### src/rtl/cla_adder_sequencer_if.sv
// Handshake bundle for cla_adder_sequencer.
//   Two requesters (req0_*, req1_*): valid/ready handshake with operands A, B and
//   a subtract flag. One result channel (res_*): valid/ready with sum, carry out,
//   signed overflow and the id of the requester that owns the result. busy
//   reports that the sequencer is not idle.
//   master : the environment side (requesters and result consumer)
//   slave  : the sequencer side
interface cla_adder_sequencer_if #(
  parameter int WIDTH = 16
);
  logic             req0_valid;
  logic             req0_ready;
  logic [WIDTH-1:0] req0_a;
  logic [WIDTH-1:0] req0_b;
  logic             req0_sub;
  logic             req1_valid;
  logic             req1_ready;
  logic [WIDTH-1:0] req1_a;
  logic [WIDTH-1:0] req1_b;
  logic             req1_sub;
  logic             res_valid;
  logic             res_ready;
  logic [WIDTH-1:0] res_sum;
  logic             res_cout;
  logic             res_ovf;
  logic             res_id;
  logic             busy;

  modport master (
    output req0_valid, req0_a, req0_b, req0_sub,
    output req1_valid, req1_a, req1_b, req1_sub,
    output res_ready,
    input  req0_ready, req1_ready,
    input  res_valid, res_sum, res_cout, res_ovf, res_id, busy
  );

  modport slave (
    input  req0_valid, req0_a, req0_b, req0_sub,
    input  req1_valid, req1_a, req1_b, req1_sub,
    input  res_ready,
    output req0_ready, req1_ready,
    output res_valid, res_sum, res_cout, res_ovf, res_id, busy
  );
endinterface

### src/rtl/cla_adder_sequencer.sv
// Multi-cycle WIDTH-bit add/subtract built around one CHUNK-bit carry-lookahead
// slice, shared round-robin between two requesters. One chunk is processed per
// cycle, LSB first, with the inter-chunk carry held in a register.
// Ports:
//   clk   : clock, rising edge
//   rst_n : asynchronous active-low reset
//   bus   : cla_adder_sequencer_if.slave (request and result handshakes, busy)
module cla_adder_sequencer #(
  parameter int WIDTH = 16,
  parameter int CHUNK = 4
) (
  input  logic                  clk,
  input  logic                  rst_n,
  cla_adder_sequencer_if.slave  bus
);

  localparam int NCHUNK = WIDTH / CHUNK;
  localparam int IDXW   = $clog2(NCHUNK);

  typedef enum logic [1:0] {
    IDLE = 2'd0,
    RUN  = 2'd1,
    DONE = 2'd2
  } state_e;

  state_e           state_q;
  logic [IDXW-1:0]  idx_q;
  logic             carry_q;
  logic             last_grant_q;
  logic [WIDTH-1:0] a_q;
  logic [WIDTH-1:0] b_q;
  logic [WIDTH-1:0] res_sum_q;
  logic             res_cout_q;
  logic             res_ovf_q;
  logic             res_id_q;

  // ---------------------------------------------------------------------------
  // Arbitration: a lone request wins; on contention the requester that was not
  // granted last time wins.
  // ---------------------------------------------------------------------------
  logic grant;
  logic accept;

  always_comb begin
    // NOTE: every always_comb output gets a default first so no path leaves it
    // unassigned, which would otherwise infer a latch.
    grant = 1'b0;
    if (bus.req0_valid && bus.req1_valid) grant = ~last_grant_q;
    else if (bus.req1_valid)              grant = 1'b1;
  end

  assign bus.req0_ready = (state_q == IDLE) & bus.req0_valid & ~grant;
  assign bus.req1_ready = (state_q == IDLE) & bus.req1_valid &  grant;
  assign accept         = bus.req0_ready | bus.req1_ready;

  // ---------------------------------------------------------------------------
  // CHUNK-bit carry-lookahead slice from generate/propagate cells. Each carry is
  // the OR of every generate term propagated up to it, plus the carry-in
  // propagated through all lower bits, so no carry depends on another.
  // ---------------------------------------------------------------------------
  logic [CHUNK-1:0] slice_a;
  logic [CHUNK-1:0] slice_b;
  logic [CHUNK-1:0] slice_g;
  logic [CHUNK-1:0] slice_p;
  logic [CHUNK:0]   slice_c;
  logic [CHUNK-1:0] slice_sum;
  logic             term;

  assign slice_a   = a_q[int'(idx_q) * CHUNK +: CHUNK];
  assign slice_b   = b_q[int'(idx_q) * CHUNK +: CHUNK];
  assign slice_g   = slice_a & slice_b;
  assign slice_p   = slice_a ^ slice_b;
  assign slice_sum = slice_p ^ slice_c[CHUNK-1:0];

  always_comb begin
    slice_c    = '0;
    term       = 1'b0;
    slice_c[0] = carry_q;
    for (int i = 0; i < CHUNK; i++) begin
      term = carry_q;
      for (int k = 0; k <= i; k++) term = term & slice_p[k];
      slice_c[i+1] = term;
      for (int j = 0; j <= i; j++) begin
        term = slice_g[j];
        for (int k = j + 1; k <= i; k++) term = term & slice_p[k];
        slice_c[i+1] = slice_c[i+1] | term;
      end
    end
  end

  // ---------------------------------------------------------------------------
  // Sequencer FSM. B is stored pre-inverted for subtract and the carry register
  // is seeded with the subtract flag, giving A + ~B + 1.
  // ---------------------------------------------------------------------------
  // NOTE: state is updated with non-blocking assignments only, so every
  // register samples pre-edge values regardless of statement order.
  always_ff @(posedge clk or negedge rst_n) begin
    if (!rst_n) begin
      state_q      <= IDLE;
      idx_q        <= '0;
      carry_q      <= 1'b0;
      last_grant_q <= 1'b1;
      a_q          <= '0;
      b_q          <= '0;
      res_sum_q    <= '0;
      res_cout_q   <= 1'b0;
      res_ovf_q    <= 1'b0;
      res_id_q     <= 1'b0;
    end else begin
      case (state_q)
        IDLE: begin
          if (accept) begin
            a_q          <= grant ? bus.req1_a : bus.req0_a;
            b_q          <= grant ? (bus.req1_sub ? ~bus.req1_b : bus.req1_b)
                                  : (bus.req0_sub ? ~bus.req0_b : bus.req0_b);
            carry_q      <= grant ? bus.req1_sub : bus.req0_sub;
            res_id_q     <= grant;
            last_grant_q <= grant;
            idx_q        <= '0;
            state_q      <= RUN;
          end
        end
        RUN: begin
          res_sum_q[int'(idx_q) * CHUNK +: CHUNK] <= slice_sum;
          carry_q <= slice_c[CHUNK];
          idx_q   <= idx_q + 1'b1;
          if (idx_q == IDXW'(NCHUNK - 1)) begin
            res_cout_q <= slice_c[CHUNK];
            // Signed overflow: carry into the MSB differs from carry out of it.
            res_ovf_q  <= slice_c[CHUNK] ^ slice_c[CHUNK-1];
            state_q    <= DONE;
          end
        end
        DONE: begin
          if (bus.res_ready) state_q <= IDLE;
        end
        default: state_q <= IDLE;
      endcase
    end
  end

  assign bus.res_valid = (state_q == DONE);
  assign bus.res_sum   = res_sum_q;
  assign bus.res_cout  = res_cout_q;
  assign bus.res_ovf   = res_ovf_q;
  assign bus.res_id    = res_id_q;
  assign bus.busy      = (state_q != IDLE);

endmodule

### src/flat_wrapper.sv
// flat-port wrapper written by rule: the top's interface ports become plain ports
module cla_adder_sequencer_flat 
#(
  parameter int WIDTH = 16,
  parameter int CHUNK = 4
)
  (clk, rst_n, bus_req0_valid, bus_req0_a, bus_req0_b, bus_req0_sub, bus_req1_valid, bus_req1_a, bus_req1_b, bus_req1_sub, bus_res_ready, bus_req0_ready, bus_req1_ready, bus_res_valid, bus_res_sum, bus_res_cout, bus_res_ovf, bus_res_id, bus_busy);
  cla_adder_sequencer_if #(.WIDTH(WIDTH)) bus_i ();
  input  logic clk;
  input  logic rst_n;
  input wire logic [$bits(bus_i.req0_valid)-1:0] bus_req0_valid;
  input wire logic [$bits(bus_i.req0_a)-1:0] bus_req0_a;
  input wire logic [$bits(bus_i.req0_b)-1:0] bus_req0_b;
  input wire logic [$bits(bus_i.req0_sub)-1:0] bus_req0_sub;
  input wire logic [$bits(bus_i.req1_valid)-1:0] bus_req1_valid;
  input wire logic [$bits(bus_i.req1_a)-1:0] bus_req1_a;
  input wire logic [$bits(bus_i.req1_b)-1:0] bus_req1_b;
  input wire logic [$bits(bus_i.req1_sub)-1:0] bus_req1_sub;
  input wire logic [$bits(bus_i.res_ready)-1:0] bus_res_ready;
  output wire logic [$bits(bus_i.req0_ready)-1:0] bus_req0_ready;
  output wire logic [$bits(bus_i.req1_ready)-1:0] bus_req1_ready;
  output wire logic [$bits(bus_i.res_valid)-1:0] bus_res_valid;
  output wire logic [$bits(bus_i.res_sum)-1:0] bus_res_sum;
  output wire logic [$bits(bus_i.res_cout)-1:0] bus_res_cout;
  output wire logic [$bits(bus_i.res_ovf)-1:0] bus_res_ovf;
  output wire logic [$bits(bus_i.res_id)-1:0] bus_res_id;
  output wire logic [$bits(bus_i.busy)-1:0] bus_busy;
  assign bus_i.req0_valid = bus_req0_valid;
  assign bus_i.req0_a = bus_req0_a;
  assign bus_i.req0_b = bus_req0_b;
  assign bus_i.req0_sub = bus_req0_sub;
  assign bus_i.req1_valid = bus_req1_valid;
  assign bus_i.req1_a = bus_req1_a;
  assign bus_i.req1_b = bus_req1_b;
  assign bus_i.req1_sub = bus_req1_sub;
  assign bus_i.res_ready = bus_res_ready;
  assign bus_req0_ready = bus_i.req0_ready;
  assign bus_req1_ready = bus_i.req1_ready;
  assign bus_res_valid = bus_i.res_valid;
  assign bus_res_sum = bus_i.res_sum;
  assign bus_res_cout = bus_i.res_cout;
  assign bus_res_ovf = bus_i.res_ovf;
  assign bus_res_id = bus_i.res_id;
  assign bus_busy = bus_i.busy;
  cla_adder_sequencer #(.WIDTH(WIDTH), .CHUNK(CHUNK)) u_core (.clk(clk), .rst_n(rst_n), .bus(bus_i));
endmodule
### config.mk
export PLATFORM = sky130hd
export DESIGN_NAME = cla_adder_sequencer_flat
export DESIGN_NICKNAME = d
export VERILOG_FILES = /design/src/rtl/cla_adder_sequencer_if.sv /design/src/rtl/cla_adder_sequencer.sv /design/src/flat_wrapper.sv
export SDC_FILE = /design/constraint.sdc
export NUM_CORES = 1
export LEC_CHECK = 0
export CAP_MARGIN = 10
export CORE_MARGIN = 1.5
export CORE_UTILIZATION = 40
export CTS_BUF_LIST = sky130_fd_sc_hd__clkbuf_8
export CTS_CLUSTER_SIZE = 8
export DETAILED_ROUTE_END_ITERATION = 10
export PLACE_DENSITY = 0.75
export REMOVE_ABC_BUFFERS = 1
export SLEW_MARGIN = 25
export SYNTH_ARGS = -nofsm -noshare
export SYNTH_HDL_FRONTEND = slang
export SYNTH_SLANG_ARGS = --single-unit
### constraint.sdc
create_clock -name clk -period 3.1 [get_ports clk]
set_clock_uncertainty 0.2 [all_clocks]
set_input_delay 0.62 -clock clk [delete_from_list [all_inputs] [get_ports clk]]
set_output_delay 0.62 -clock clk [all_outputs]
set_load 0.01 [all_outputs]
; ---- Yosys cells after proc, flatten, opt, wreduce, memory -nomap -nowiden
; Index checks and enable logic that the tools add are counted.
[op_classes]
n_addsub = 2
eq_ne = 6
shifts = 4
n_mux = 16
bitwise_logic = 33
reduce_logical = 8
[ops]
columns = op, n
row1 = 16-bit two-way mux, 4
row2 = 4-bit negator with 33-bit output, 1
row3 = "4-bit by 33-bit variable shift with 16-bit output, first input constant", 1
row4 = 4-bit by 33-bit variable part select with 16-bit output, 1
row5 = 16-bit inverter, 2
row6 = 16-bit by 5-bit variable part select with 4-bit output, 2
row7 = 16-bit bitwise mux, 1
row8 = 1-bit AND, 14
row9 = 1-bit OR, 11
row10 = 2-bit two-way mux, 4
row11 = 4-bit XOR, 2
row12 = 2-bit one-hot mux with 3 select lines, 1
row13 = 2-bit AND reduction, 3
row14 = 4-bit AND, 1
row15 = "2-bit equality test, second input constant", 2
row16 = 1-bit two-way mux, 4
row17 = "2-bit by 1-bit != test with 1-bit output, second input constant", 2
row18 = 2-bit one-hot mux with 2 select lines, 1
row19 = 2-bit nonzero test, 2
row20 = 3-bit AND reduction, 1
row21 = "2-bit by 1-bit adder with 2-bit output, second input constant", 1
row22 = "2-bit by 1-bit equality test with 1-bit output, second input constant", 1
row23 = 2-bit zero test, 1
row24 = "2-bit != test, second input constant", 1
row25 = other kinds (4), 5
[word_totals]
ff_bits = 57
input_bits = 71
out_inout_bits = 23
elab_cells = 79

; ---- Logic depth before layout (Yosys ltp)
[logic_depth]
ltp_word = 11
mapped_depth = 8

; ---- Worst setup path after synthesis
; No wires, ideal clock.
[synth_path]
kind = register to register
from = register u_core.idx_q[0]
to = register u_core.res_sum_q[11] (netlist: u_core.bus.res_sum[11])
setup_time_ns = 0.121
arrival_time_ns = 2.352
t_required_ns = 2.779
setup_slack_ns = 0.427
path_stages_with_launch = 9
n_path_buf = 1
synth_period_minus_slack_ns = 2.673
cell_sequence = dfrtp_1 -> buf_4 -> mux4_2 -> ha_1 -> ha_1 -> o211ai_1 -> nand2_1 -> xor2_1 -> a22o_1
[synth_between]
elab_chain_cells = 11
elab_cells_between_ends = 21
[synth_lines]
columns = item, line_no
row1 = start: declaration, cla_adder_sequencer.sv:27  ; logic [IDXW-1:0] idx_q;
row2 = start signal: assignment, cla_adder_sequencer.sv:126  ; idx_q <= idx_q + 1'b1;
row3 = 16-bit by 5-bit variable part select with 4-bit output (on tied branches), "cla_adder_sequencer.sv:69, cla_adder_sequencer.sv:70"
row4 = 4-bit XOR, cla_adder_sequencer.sv:72  ; assign slice_p = slice_a ^ slice_b;
row5 = 1-bit AND (3 in a row), cla_adder_sequencer.sv:81  ; for (int k = 0; k <= i; k++) term = term & slice_p[k];
row6 = 1-bit OR (3 in a row), cla_adder_sequencer.sv:86  ; slice_c[i+1] = slice_c[i+1] | term;
row7 = 4-bit XOR, cla_adder_sequencer.sv:73  ; assign slice_sum = slice_p ^ slice_c[CHUNK-1:0];
row8 = 4-bit by 33-bit variable part select with 16-bit output, cla_adder_sequencer.sv:124  ; res_sum_q[int'(idx_q) * CHUNK +: CHUNK] <= slice_sum;
row9 = 16-bit bitwise mux (*), cla_adder_sequencer.sv:124
row10 = end signal: indexed assignment, cla_adder_sequencer.sv:124
row11 = end: declaration, cla_adder_sequencer.sv:32  ; logic [WIDTH-1:0] res_sum_q;
; Every way passes the cells marked *; elsewhere a longest branch is shown, timed or not.
; A chain may end at the register's enable or synchronous reset.

; ---- Worst setup path in the final report
[layout_path]
from = input bus_req1_valid
to = output bus_req1_ready
[layout_between]
elab_chain_cells = 3
elab_cells_between_ends = 5
[layout_lines]
columns = item, line_no
row1 = start: declaration, flat_wrapper.sv:15  ; input wire logic [$bits(bus_i.req1_valid)-1:0] bus_req1_valid;
row2 = 1-bit two-way mux / 1-bit logical AND (equally long branches), "cla_adder_sequencer.sv:49, cla_adder_sequencer.sv:48"
row3 = 1-bit two-way mux, cla_adder_sequencer.sv:48  ; if (bus.req0_valid && bus.req1_valid) grant = ~last_grant_q;
row4 = 1-bit AND (*), cla_adder_sequencer.sv:53  ; assign bus.req1_ready = (state_q == IDLE) & bus.req1_valid & grant;
row5 = end: declaration, flat_wrapper.sv:21  ; output wire logic [$bits(bus_i.req1_ready)-1:0] bus_req1_ready;
; Marked as above.

==> impl_results.rst <==
.. list-table::
   :header-rows: 1

   * - Metric
     - Value
   * - Run status
     - finished, final reports clean
   * - Post-route fraction of the period consumed by the critical path
     - 94.4%
   * - Hold WC Path Type
     - input pin to async pin
   * - Count leader, synth
     - sky130_fd_sc_hd__dfrtp_1
   * - Count of instances resized after the clock tree is built
     - 0
   * - Distinct cell type count after synthesis
     - 33
   * - Synth area leaders
     - sky130_fd_sc_hd__dfrtp_1 43%, sky130_fd_sc_hd__mux2i_1 5.9%, sky130_fd_sc_hd__mux4_2 5.6%
   * - Final sum of negative setup slack
     - 0 ns
   * - Met2 WL
     - 3190 um
   * - First drt pass iteration count
     - 4
   * - Max-cap violations
     - 0
   * - Worst reg2reg endpoint
     - u_core.bus.res_sum[3]
   * - Sinks on Clock Net
     - 57
   * - Portion of the post-synthesis area used by sequential elements
     - 44.3%
   * - Post-synthesis mux area share
     - 11.8%
   * - Maximum clock path buffer count
     - 2
   * - Cell row count
     - 32
   * - CTS tree
     - done
   * - Minimum clock period after layout
     - 2.93 ns
   * - Hold bufs inserted after CTS
     - 0
   * - Clock power share
     - 17.1%
   * - Length of routed wiring on met1
     - 3050 um
   * - Top_reg_cell synth
     - sky130_fd_sc_hd__dfrtp_1
   * - Share of flip-flops with an asynchronous set or reset after synthesis
     - 100%
   * - Worst-path fanout max
     - 3
   * - Number of DRC violations after detailed-routing iteration 0
     - 104
   * - # Post-CTS Setup Buffers
     - 0
   * - Overflow left after global routing
     - 0
   * - Number of design rule violations left after detail routing
     - 0
   * - Post-synthesis compound-gate area fraction
     - 14.6%
   * - P&R area growth vs syn
     - 37.7%
   * - Source-to-sink clock delay at the later pin of the worst-skew pair
     - 0.34 ns
   * - Main combinational cell family by area after synthesis
     - compound AO/OA/AOI/OAI gates
   * - Wire length of the first global-routing pass
     - 11400 um
   * - EDFF count, synth
     - 0
   * - Most common library cells after synthesis
     - 56 x sky130_fd_sc_hd__dfrtp_1, 43 x sky130_fd_sc_hd__nand2_1, 33 x sky130_fd_sc_hd__o21ai_0, 25 x sky130_fd_sc_hd__nor2_1, 21 x sky130_fd_sc_hd__a21oi_1
   * - Startpoint of the most critical register-to-register path
     - u_core.idx_q[0]
   * - Post-Route Hold Slack
     - 0.209 ns
   * - Total number of H-tree levels
     - 3
   * - Hold Vio Cnt, Final
     - 0
   * - Initial antenna violation count
     - 0
   * - Via-per-instance ratio
     - 4.87
   * - Number of pins with negative max-slew slack in the final report
     - 0
   * - Largest voltage drop on the vdd net
     - 0.000389 V
   * - Post-Syn Instances
     - 314
   * - Layout cells sized above 1
     - 9.00%
   * - Clock slew at reported path FFs
     - 0.07 ns
   * - Total vias in the final route
     - 2497
   * - Internal Pwr Total
     - 2.45 mW
   * - Die Y-Extent
     - 92.7 um
   * - Total setup violations reported at the end of the flow
     - 0
   * - Startpoint type of the worst setup path
     - input pin
   * - Type of the worst setup path
     - input pin to output pin
   * - Average wire per standard cell
     - 13.1 um
   * - Static leakage
     - 1.94 nW
   * - Fraction of synthesized cell area taken by the top area cell type
     - 43.5%
   * - Maximum number of pins on one net before global-route repair
     - 58
   * - Slack of the critical path
     - 0.173 ns
   * - NetSw
     - 1.62 mW
   * - Final cell area excluding filler cells
     - 4440 sq um
   * - Critical Path AT
     - 2.11 ns
   * - Required time worst endpoint
     - 2.28 ns
   * - Layout Utilization
     - 57.1%
   * - Clock buffer count from CTS
     - 9
   * - Total power per unit cell area
     - 918 nW/um^2
   * - Die footprint
     - 8600 sq um
   * - Kind of end point of the critical path
     - output pin
   * - Cell chosen for the clock root
     - sky130_fd_sc_hd__clkbuf_8
   * - Sequential Power Share
     - 30.8%
   * - Synthesis Warnings
     - 0
   * - Port buffer count
     - 93
   * - Slew of the pin with the lowest slew margin
     - 0.698 ns
   * - Avg Inst Size Synth
     - 10.3 sq um
   * - Synthesized flop and latch total
     - 57
   * - Detailed-route wire length
     - 6720 um
   * - Achievable frequency
     - 0.342 GHz
   * - Switching share of power
     - 39.9%
   * - Pre-CTS setup slack
     - 0.189 ns
   * - Post-Synth XOR/XNOR Area
     - 9.51%
   * - Antenna diode count
     - 0
   * - Routability congestion estimate
     - 0.802
   * - Boundary pin count
     - 94
   * - Initial core utilization
     - 41.5%
   * - Unrepaired setup endpoints after global routing
     - no
   * - Total global-route track usage
     - 17.3%
   * - Area of the placeable core
     - 7770 sq um
   * - Dpl hpwl
     - 4880 um
   * - Number of nets in the layout
     - 489
   * - Post-Synth Adder-Cell Area
     - 4.89%
   * - Slew HR
     - 53.5%
   * - DRT antenna net count
     - 0
   * - Number of cell instances on the worst register-to-register path
     - 7
   * - Total standard cell area after synthesis
     - 3220 sq um
   * - Routed met3 length
     - 349 um
   * - Cell accounting for the most synthesized area
     - sky130_fd_sc_hd__dfrtp_1
   * - Part of the power in combinational logic
     - 52.1%
   * - DP Area
     - 4240 sq um
   * - Post-synthesis simple-gate area fraction
     - 10.7%
   * - Reg2reg setup slack
     - 0.41 ns
   * - Die extent in x
     - 92.7 um
   * - Number of global-route vias before repair
     - 2521
   * - Max Used Layer
     - met4
==> cell families (layout without fill, tap and decap cells) <==
logic type,Yosys count,in the layout
simple gates,80,80
compound gates,78,78
flops,57,57
xor+xnor,35,35
mux,28,28
buf+inv,24,121
fa+ha+maj,12,12
==> per-layer routing <==
layer,vias up,global-route usage [%]
li1,1273,-
met1,1145,21.1
met2,66,28.6
met3,13,4.35
met4,0,8.21
met5,-,0
==> critical path: stages <==
cell                              delay [ns]
sky130_fd_sc_hd__clkdlybuf4s50_1        0.57
sky130_fd_sc_hd__a21boi_4               0.22
sky130_fd_sc_hd__and2_1                 0.16
sky130_fd_sc_hd__clkdlybuf4s50_1        0.54
==> cells in the final DEF, fill, tap and decap left out, types with 13 or more instances in the layout <==
cell | Yosys | routed
sky130_fd_sc_hd__o21ai_0 | 33 | 33
sky130_fd_sc_hd__a22o_1 | 13 | 13
sky130_fd_sc_hd__xor2_1 | 17 | 17
sky130_fd_sc_hd__mux2i_1 | 19 | 19
sky130_fd_sc_hd__a21oi_1 | 21 | 21
sky130_fd_sc_hd__dfrtp_1 | 56 | 56
sky130_fd_sc_hd__nand2_1 | 43 | 43
sky130_fd_sc_hd__nor2_1 | 25 | 25
sky130_fd_sc_hd__xnor2_1 | 18 | 18
sky130_fd_sc_hd__clkdlybuf4s50_1 | 0 | 92
==> registers in the layout, indices dropped and copies added (netlist names) <==
register and flops:
u_core.idx_q 2, u_core.state_q 2, u_core.bus.res_ovf 1, u_core.a_q 16, u_core.bus.res_sum 16, u_core.carry_q 1, u_core.bus.res_cout 1, u_core.b_q 16
u_core.last_grant_q 1, u_core.bus.res_id 1
==> worst max path at each step <==
stage	start	end	slack (ns)	depth (start not counted)
5_1_grt	bus_req1_valid	bus_req1_ready	0.13	4
2_1_floorplan	bus_req1_valid	u_core.carry_q	-0.23	3
4_1_cts	bus_req1_valid	bus_req1_ready	0.18	4
3_3_place_gp	bus_req1_valid	bus_req1_ready	0.22	4
6_report	bus_req1_valid	bus_req1_ready	0.17	4
3_5_place_dp	bus_req1_valid	bus_req1_ready	0.19	4
==> power by group through the flow <==
stage	registers, mW	clock network, mW	logic [mW]
2_1_floorplan	1.31	0	1.32
3_3_place_gp	1.26	0	2.07
3_5_place_dp	1.27	0	2.14
4_1_cts	1.26	0.707	2.15
5_1_grt	1.30	0.745	2.37
6_report	1.25	0.697	2.13
==> layout make-up <==
cell class                      instances  area [sq um]
Fill cell                             689          3330
Multi-Input combinational cell        233          1670
Sequential cell                        57          1430
Timing Repair Buffer                  100           991
Clock buffer                           11           151
Tap cell                              102           128
Clock inverter                          5          47.5
Inverter                                5          18.8
==> per-stage QoR <==
step                total power [mW]  instances
floorplan                       2.62        295
global placement                3.33        497
detailed placement              3.41        497
CTS                             4.11        513
global route                    4.41        513
finish                          4.08        513
Power figures use the tool's default switching activity.
